--- src/rtl/spi_master.sv ---
// SPI master: serialises 10-bit command words onto MOSI under SS_n framing,
// one bit per system clock, and for read-data commands captures the 8-bit
// reply from MISO after a fixed turnaround.
//
// Handshake: a command is accepted on the rising edge where cmd_valid and
// cmd_ready are both high; cmd_ready is high only while the master is idle,
// so cmd_valid presented at any other time is simply not taken.
module spi_master #(
    parameter int unsigned RD_LAT = 2,   // turnaround cycles before the first MISO sample (1..15)
    parameter int unsigned GAP    = 1    // SS_n-high cycles after every frame (1..15)
) (
    input  logic       clk,
    input  logic       rst_n,
    input  logic       cmd_valid,
    input  logic [9:0] cmd_data,
    output logic       cmd_ready,
    output logic       rsp_valid,
    output logic [7:0] rsp_data,
    output logic       busy,
    output logic       SS_n,
    output logic       MOSI,
    input  logic       MISO,
    output logic [2:0] dbg_state
);

    typedef enum logic [2:0] {
        S_IDLE      = 3'd0,
        S_SEL       = 3'd1,
        S_SHIFT_OUT = 3'd2,
        S_WAIT      = 3'd3,
        S_SHIFT_IN  = 3'd4,
        S_GAP       = 3'd5
    } state_t;

    state_t     state_q, state_d;
    logic [3:0] cnt_q, cnt_d;
    logic [9:0] sh_q, sh_d;           // command latched at accept
    logic [7:0] rx_q, rx_d;           // partial reply, never visible outside
    logic [7:0] rsp_data_q, rsp_data_d;
    logic       rsp_valid_q, rsp_valid_d;
    logic       ss_n_q, ss_n_d;
    logic       mosi_q, mosi_d;
    logic       busy_q, busy_d;
    logic       ready_q, ready_d;

    // Next-state, counters and capture; outputs decoded from the next state
    // so that every port comes straight from a flop.
    always_comb begin
        state_d     = state_q;
        cnt_d       = cnt_q;
        sh_d        = sh_q;
        rx_d        = rx_q;
        rsp_data_d  = rsp_data_q;
        rsp_valid_d = 1'b0;
        ss_n_d      = 1'b1;
        mosi_d      = 1'b0;
        busy_d      = 1'b1;
        ready_d     = 1'b0;

        case (state_q)
            S_IDLE: begin
                if (cmd_valid) begin
                    sh_d    = cmd_data;
                    state_d = S_SEL;
                end
            end
            S_SEL: begin
                state_d = S_SHIFT_OUT;
                cnt_d   = 4'd9;
            end
            S_SHIFT_OUT: begin
                if (cnt_q == 4'd0) begin
                    // Decision uses the latched opcode, never the live input.
                    if (sh_q[9:8] == 2'b11) begin
                        state_d = S_WAIT;
                        cnt_d   = 4'(RD_LAT - 1);
                    end else begin
                        state_d = S_GAP;
                        cnt_d   = 4'(GAP - 1);
                    end
                end else begin
                    cnt_d = cnt_q - 4'd1;
                end
            end
            S_WAIT: begin
                if (cnt_q == 4'd0) begin
                    state_d = S_SHIFT_IN;
                    cnt_d   = 4'd7;
                end else begin
                    cnt_d = cnt_q - 4'd1;
                end
            end
            S_SHIFT_IN: begin
                rx_d = {rx_q[6:0], MISO};
                if (cnt_q == 4'd0) begin
                    rsp_data_d  = {rx_q[6:0], MISO};
                    rsp_valid_d = 1'b1;
                    state_d     = S_GAP;
                    cnt_d       = 4'(GAP - 1);
                end else begin
                    cnt_d = cnt_q - 4'd1;
                end
            end
            S_GAP: begin
                if (cnt_q == 4'd0) begin
                    state_d = S_IDLE;
                end else begin
                    cnt_d = cnt_q - 4'd1;
                end
            end
            default: begin
                state_d = S_IDLE;
            end
        endcase

        case (state_d)
            S_IDLE: begin
                busy_d  = 1'b0;
                ready_d = 1'b1;
            end
            S_SEL: begin
                ss_n_d = 1'b0;
                mosi_d = sh_d[9];
            end
            S_SHIFT_OUT: begin
                ss_n_d = 1'b0;
                mosi_d = sh_d[cnt_d];
            end
            S_WAIT, S_SHIFT_IN: begin
                ss_n_d = 1'b0;
            end
            default: begin
            end
        endcase
    end

    // State and output registers, cleared asynchronously; a cut frame is dropped.
    always_ff @(posedge clk or negedge rst_n) begin
        if (!rst_n) begin
            state_q     <= S_IDLE;
            cnt_q       <= 4'd0;
            sh_q        <= 10'd0;
            rx_q        <= 8'd0;
            rsp_data_q  <= 8'd0;
            rsp_valid_q <= 1'b0;
            ss_n_q      <= 1'b1;
            mosi_q      <= 1'b0;
            busy_q      <= 1'b0;
            ready_q     <= 1'b1;
        end else begin
            state_q     <= state_d;
            cnt_q       <= cnt_d;
            sh_q        <= sh_d;
            rx_q        <= rx_d;
            rsp_data_q  <= rsp_data_d;
            rsp_valid_q <= rsp_valid_d;
            ss_n_q      <= ss_n_d;
            mosi_q      <= mosi_d;
            busy_q      <= busy_d;
            ready_q     <= ready_d;
        end
    end

    assign cmd_ready = ready_q;
    assign rsp_valid = rsp_valid_q;
    assign rsp_data  = rsp_data_q;
    assign busy      = busy_q;
    assign SS_n      = ss_n_q;
    assign MOSI      = mosi_q;
    assign dbg_state = state_q;

endmodule

--- config.mk ---
export PLATFORM = sky130hd
export DESIGN_NAME = spi_master
export DESIGN_NICKNAME = d
export VERILOG_FILES = /design/src/rtl/spi_master.sv
export SDC_FILE = /design/constraint.sdc
export NUM_CORES = 1
export LEC_CHECK = 0
export ABC_AREA = 1
export BUFFER_PORTS_ARGS = -buffer_cell sky130_fd_sc_hd__buf_4
export CORE_MARGIN = 3
export CORE_UTILIZATION = 50
export CTS_CLUSTER_SIZE = 10
export DETAILED_ROUTE_END_ITERATION = 10
export PLACE_DENSITY = 0.72
export SETUP_SLACK_MARGIN = 0.15
export SYNTH_ARGS = -nofsm -noshare
export SYNTH_HDL_FRONTEND = slang
export SYNTH_SLANG_ARGS = --single-unit
--- constraint.sdc ---
create_clock -name clk -period 2.7 [get_ports clk]
set_clock_uncertainty 0.2 [all_clocks]
set_input_delay 0.405 -clock clk [delete_from_list [all_inputs] [get_ports clk]]
set_output_delay 0.405 -clock clk [all_outputs]
set_load 0.05 [all_outputs]
==> After elaboration in Yosys (flattened, before gate mapping) <==
Index checks and enable logic that the tools add are counted.
{ "totals": {"register_bits": 37, "in_bits": 14, "output_inout_bits": 16} }
{ "classes": {"add_sub_neg": 1, "n_lt_le_gt_ge": 1, "eq_ne": 10, "mux": 23, "reduce_logical": 5} }
{ "op_table": {"columns": ["cell", "count"], "rows": [
  ["two-way mux 10 bit", 2],
  ["case mux 4 bit (5 select lines)", 1],
  ["two-way mux 3 bit", 6],
  ["case mux 3 bit (6 select lines)", 1],
  ["two-way mux 4 bit", 4],
  ["equality test 3 x 2 -> 1 bit, second input constant", 4],
  ["equality test 3 bit, second input constant", 3],
  ["two-way mux 1 bit", 7],
  ["equality test 3 x 1 -> 1 bit, second input constant", 2],
  ["zero test 3 bit", 2],
  ["less-than comparator 4 x 5 -> 1 bit, second input constant", 1],
  ["binary-select mux 1 bit (select 4 bit)", 1],
  ["zero test 4 bit", 1],
  ["OR reduction 4 bit", 1],
  ["subtractor 4 x 1 -> 4 bit, second input constant", 1],
  ["equality test 2 bit, second input constant", 1],
  ["case mux 1 bit (2 select lines)", 1],
  ["AND reduction 2 bit", 1]
]} }

==> Longest topological paths before layout <==
{ "logic_depth": {"depth_word": 7, "ltp_mapped": 15, "ltp_nobuf": 15} }

==> Worst setup path after synthesis <==
No wires, ideal clock.
{ "synth_path": {"path_type": "flip-flop to flip-flop", "from": "reg state_q[2], in the netlist dbg_state[2]", "to": "reg mosi_q, in the netlist MOSI", "setup_time_ps": 78, "arrival_ps": 1879, "required_time_ps": 2422, "slack_ps": 543, "stages_incl_launch_ff": 13, "period_less_slack_ps": 2157, "cell_sequence": "dfrtp_1 ha_1 inv_1 nand2_2 nand2_2 nand2_4 nand2_4 nand2_1 inv_2 nand3_1 nand2_1 nand2_1 o21bai_1"} }
{ "synth_via": {"elab_chain_cells": 5, "elab_cells_between_ends": 19} }
{ "synth_rtl": {"columns": ["element", "line_no", "source"], "rows": [
  ["start, declared", "35", "state_t state_q, state_d;"],
  ["start signal, assigned", "151", "state_q <= state_d;"],
  ["equality test 3 bit (tied with other cells)", "60", "case (state_q)"],
  ["case mux 4 bit (5 select lines) or two-way mux 10 bit (tied branches)", "60", null],
  ["binary-select mux 1 bit (select 4 bit)", "127", "mosi_d = sh_d[cnt_d];"],
  ["two-way mux 1 bit (not written as such)", "127", null],
  ["case mux 1 bit (2 select lines) (*)", "116", "case (state_d)"],
  ["net mosi_d", "42", "logic mosi_q, mosi_d;"],
  ["end signal, assigned", "158", "mosi_q <= mosi_d;"],
  ["end, declared", "42", null]
]} }
Mark *: on every way through the listed nets, which the timed path passes. The rest lies on a longest branch. The select of a mux whose other input is x is not followed.
A chain may end at the register's enable or synchronous reset.

==> Worst setup path in the final report <==
{ "layout_path": {"from": "reg cnt_q[0]", "to": "reg mosi_q, in the netlist MOSI"} }
{ "layout_via": {"elab_chain_cells": 6, "elab_cells_between_ends": 17} }
{ "layout_rtl": {"columns": ["element", "line_no", "source"], "rows": [
  ["start, declared", "36", "logic [3:0] cnt_q, cnt_d;"],
  ["start signal, assigned", "152", "cnt_q <= cnt_d;"],
  ["subtractor 4 x 1 -> 4 bit or zero test 4 bit (tied branches)", null, null],
  ["two-way mux 4 bit, on equally long branches", null, null],
  ["case mux 4 bit (5 select lines)", "60", null],
  ["binary-select mux 1 bit (select 4 bit)", "127", null],
  ["two-way mux 1 bit (not written as such)", "127", null],
  ["case mux 1 bit (2 select lines) (*)", "116", null],
  ["net mosi_d", "42", null]
]} }
Marked as above.

==> summary.txt <==
STA
  • Final Hold Vio Count: 0
  • Final period util: 83.4%
  • Final Max Slew Viols: 0
  • Tmin final: 2.25 ns
  • Unrepaired setup endpoints after global routing: no
  • Slew headroom: 69.1%
  • Final WS setup: 0.448 ns
  • Worst-margin pin slew: 0.464 ns
  • Post-Route Setup TNS: 0 ns
  • # setup viols final: 0
  • Achievable frequency: 444 MHz

Floorplanning
  • Area of the core: 3470 um2
  • Initial core utilization: 53.6%
  • Io pins: 30
  • Row cnt: 21
  • Total die area: 4480 um2
  • Die width: 67.0 um
  • Die height: 67.0 um

Power
  • Peak supply drop: 637 uV
  • Pwr dens: 1450 nW/um2
  • Leakage: 1.21 nW
  • Part of the power in combinational logic: 58.2%
  • Net Sw Power: 0.00160 W
  • Net Sw Frac: 50.0%
  • Clk pwr share: 12.0%
  • Int Pwr: 0.00160 W
  • Reg power frac: 29.8%

Worst setup path
  • CP arrival: 2.22 ns
  • Max FO, Critical Path: 9
  • CP Capture Type: flip-flop
  • Critical Path RT: 2.67 ns
  • Crit Path Class: flip-flop to flip-flop
  • Startpoint types: flip-flop

Layout
  • Area Growth Syn to Fin: 19.2%
  • Most frequent cells in the layout: 89 x nand2_1, 35 x dfrtp_1, 29 x buf_4, 24 x inv_1, 17 x nand3_1
  • Commonest non-fill, non-tap cell in the layout: nand2_1
  • Antenna fix cells: 0
  • Final net count: 287
  • Fraction of layout cells with a size suffix above 1: 25.3%
  • Filler Cells Inserted: 331

GRT
  • Pin count of the biggest net entering global routing: 38
  • Tot GR Track Use: 19.7%
  • Total gr overflow: 0
  • Initial antenna violation count: 0
  • First-pass GRT wire length: 6520 um
  • Vias in the first global route: 1493

Clocking
  • CTS clk-pin slew, worst paths: 0.07 ns
  • CTS buffer count: 5
  • Sink Count: 37
  • CTS tree: yes
  • Clk_lat worst skew: 0.29 ns
  • H-tree levels: 2
  • Deepest clock path buffer count: 2
  • Clock root buffer master: clkbuf_8
  • Postcts setup bufs: 0

Min path
  • Worst hold path class: input pin to flip-flop

Placed design
  • Final HPWL DP: 2770 um
  • Placement Setup Slack: 0.468 ns
  • IO Port Bufs: 29
  • Routability Congestion: 0.893

Route
  • Antenna Violating Nets Remaining: 0
  • Initial DRC count: 75
  • WL final: 3730 um
  • Drt via density: 4.87
  • Avg WL per Cell: 11.8 um
  • Highest metal used: met4
  • Vias post-DR: 1534
  • First-pass iteration count of the detailed router: 4
  • M1 WL: 1780 um
  • Met3 wire length: 180 um
  • Met2 WL: 1730 um
  • # DRC: 0

Yosys
  • Syn Std Cell Area: 1860 um2
  • YS warnings: 0
  • Post-Synthesis Cells: 235
  • Avg Cell Area, Syn: 7.91 um2
  • Syn Nets: 253
  • Synth top area cells: dfrtp_1 47%, nand2_1 18%, inv_1 4.8%, nand3_1 4.6%, o21ai_0 3.8%
  • Yosys reg bits: 37
  • Yosys top cell area share: 47.1%
  • Post-synth top area cell: dfrtp_1
  • Unique masters post-synth: 25
  • Sequential share of the synthesized area: 50.0%

Status
  • Status: complete, no violations

Flow run
  • Max Cap Violations: 0
[cell usage after synthesis (all sizes together)]
library cell / n
nor3: 1
nor2: 14
nand3: 20
xor2: 1
nand3b: 1
clkbuf: 2
or2: 1
buf: 1
dfrtp: 35
a31oi: 1
a21oi: 1
o21ai: 16
o21bai: 1
clkinv: 1
dfstp: 2
nand2: 99
inv: 33
nand4: 1
ha: 4
[through the flow]
stage | utilization (%) | hold WS (ns) | power, W | cell area, um2 | std cells
4_1_cts | 63.9 | 0.126 | 0.00322 | 2210 | 315
2_1_floorplan | - | -0.0906 | 0.00238 | 1860 | 235
3_5_place_dp | 61.1 | 0.189 | 0.00282 | 2120 | 307
3_3_place_gp | 61.1 | 0.186 | 0.00279 | 2120 | 307
6_report | 63.9 | 0.135 | 0.00320 | 2210 | 315
5_1_grt | 63.9 | 0.146 | 0.00351 | 2210 | 315
[repair_timing]
action	in CTS	in global routing
hold endpoints to repair	35	0
hold buffers	1	0
resized for setup	0	0
[power by group through the flow]
| stage | clock, W | sequential (W) | combinational [W] |
|---|---|---|---|
| finish | 0.000383 | 0.000953 | 0.00186 |
| global route | 0.000421 | 0.000984 | 0.00210 |
| CTS | 0.000395 | 0.000955 | 0.00187 |
| detailed placement | 0 | 0.000961 | 0.00186 |
| global placement | 0 | 0.000959 | 0.00183 |
| floorplan | 0 | 0.00127 | 0.00112 |
[worst max-delay path, cell delays in order, from the launching register on]
cell      delay (ns)
dfrtp_1         0.39
inv_1           0.12
ha_1            0.27
nand2_2         0.17
ha_1            0.31
nor2_1          0.04
nor2_1          0.11
nand3_2         0.10
nand2_2         0.10
nand2_1         0.06
nand3_1         0.09
nand2_1         0.05
nand2_1         0.05
o21bai_1        0.07
[cell families after synthesis]
kind of cell / after synthesis / synth area share, %
AOI/OAI and AO/OA: 19 / 5.66
xor gates and xnor gates: 1 / 0.471
buffers and inverters: 37 / 7.74
adders and majority gates: 4 / 2.69
DFF: 37 / 50.0
and+or+nand+nor: 137 / 33.5
[final timing paths]
kind,from,end,slack (ns),cells past startpoint
worst max-delay path,cnt_q[0],MOSI,0.45,13
worst min-delay path,cmd_data[5],sh_q[5],0.13,3
worst max register to register,cnt_q[0],MOSI,0.45,13
worst min register to register,sh_q[7],sh_q[7],0.28,2
max in group asynchronous,rst_n,cmd_ready,1.54,2
min in group asynchronous,rst_n,cnt_q[2],0.41,2
[state kept, by name, indices dropped and copies added, names as in the netlist]
name       flops
rsp_valid      1
rx_q           7
busy           1
dbg_state      3
cmd_ready      1
rsp_data       8
cnt_q          4
SS_n           1
MOSI           1
sh_q          10
[area by class of cell]
| class | count | area (um2) | share of cell area (%) |
|---|---|---|---|
| Timing Repair Buffer | 30 | 228 | 10.3 |
| Clock buffer | 7 | 86.3 | 3.90 |
| Tap cell | 46 | 57.6 | 2.60 |
| Inverter | 34 | 129 | 5.82 |
| Sequential cell | 37 | 928 | 41.9 |
| Multi-Input combinational cell | 161 | 786 | 35.5 |
[layer usage]
layer	track usage, %	up-vias
met5	0	-
met4	7.34	0
met3	6.75	7
met2	29.8	27
met1	25.9	710
li1	-	790
Note: power is estimated with default switching activity, not from simulation.
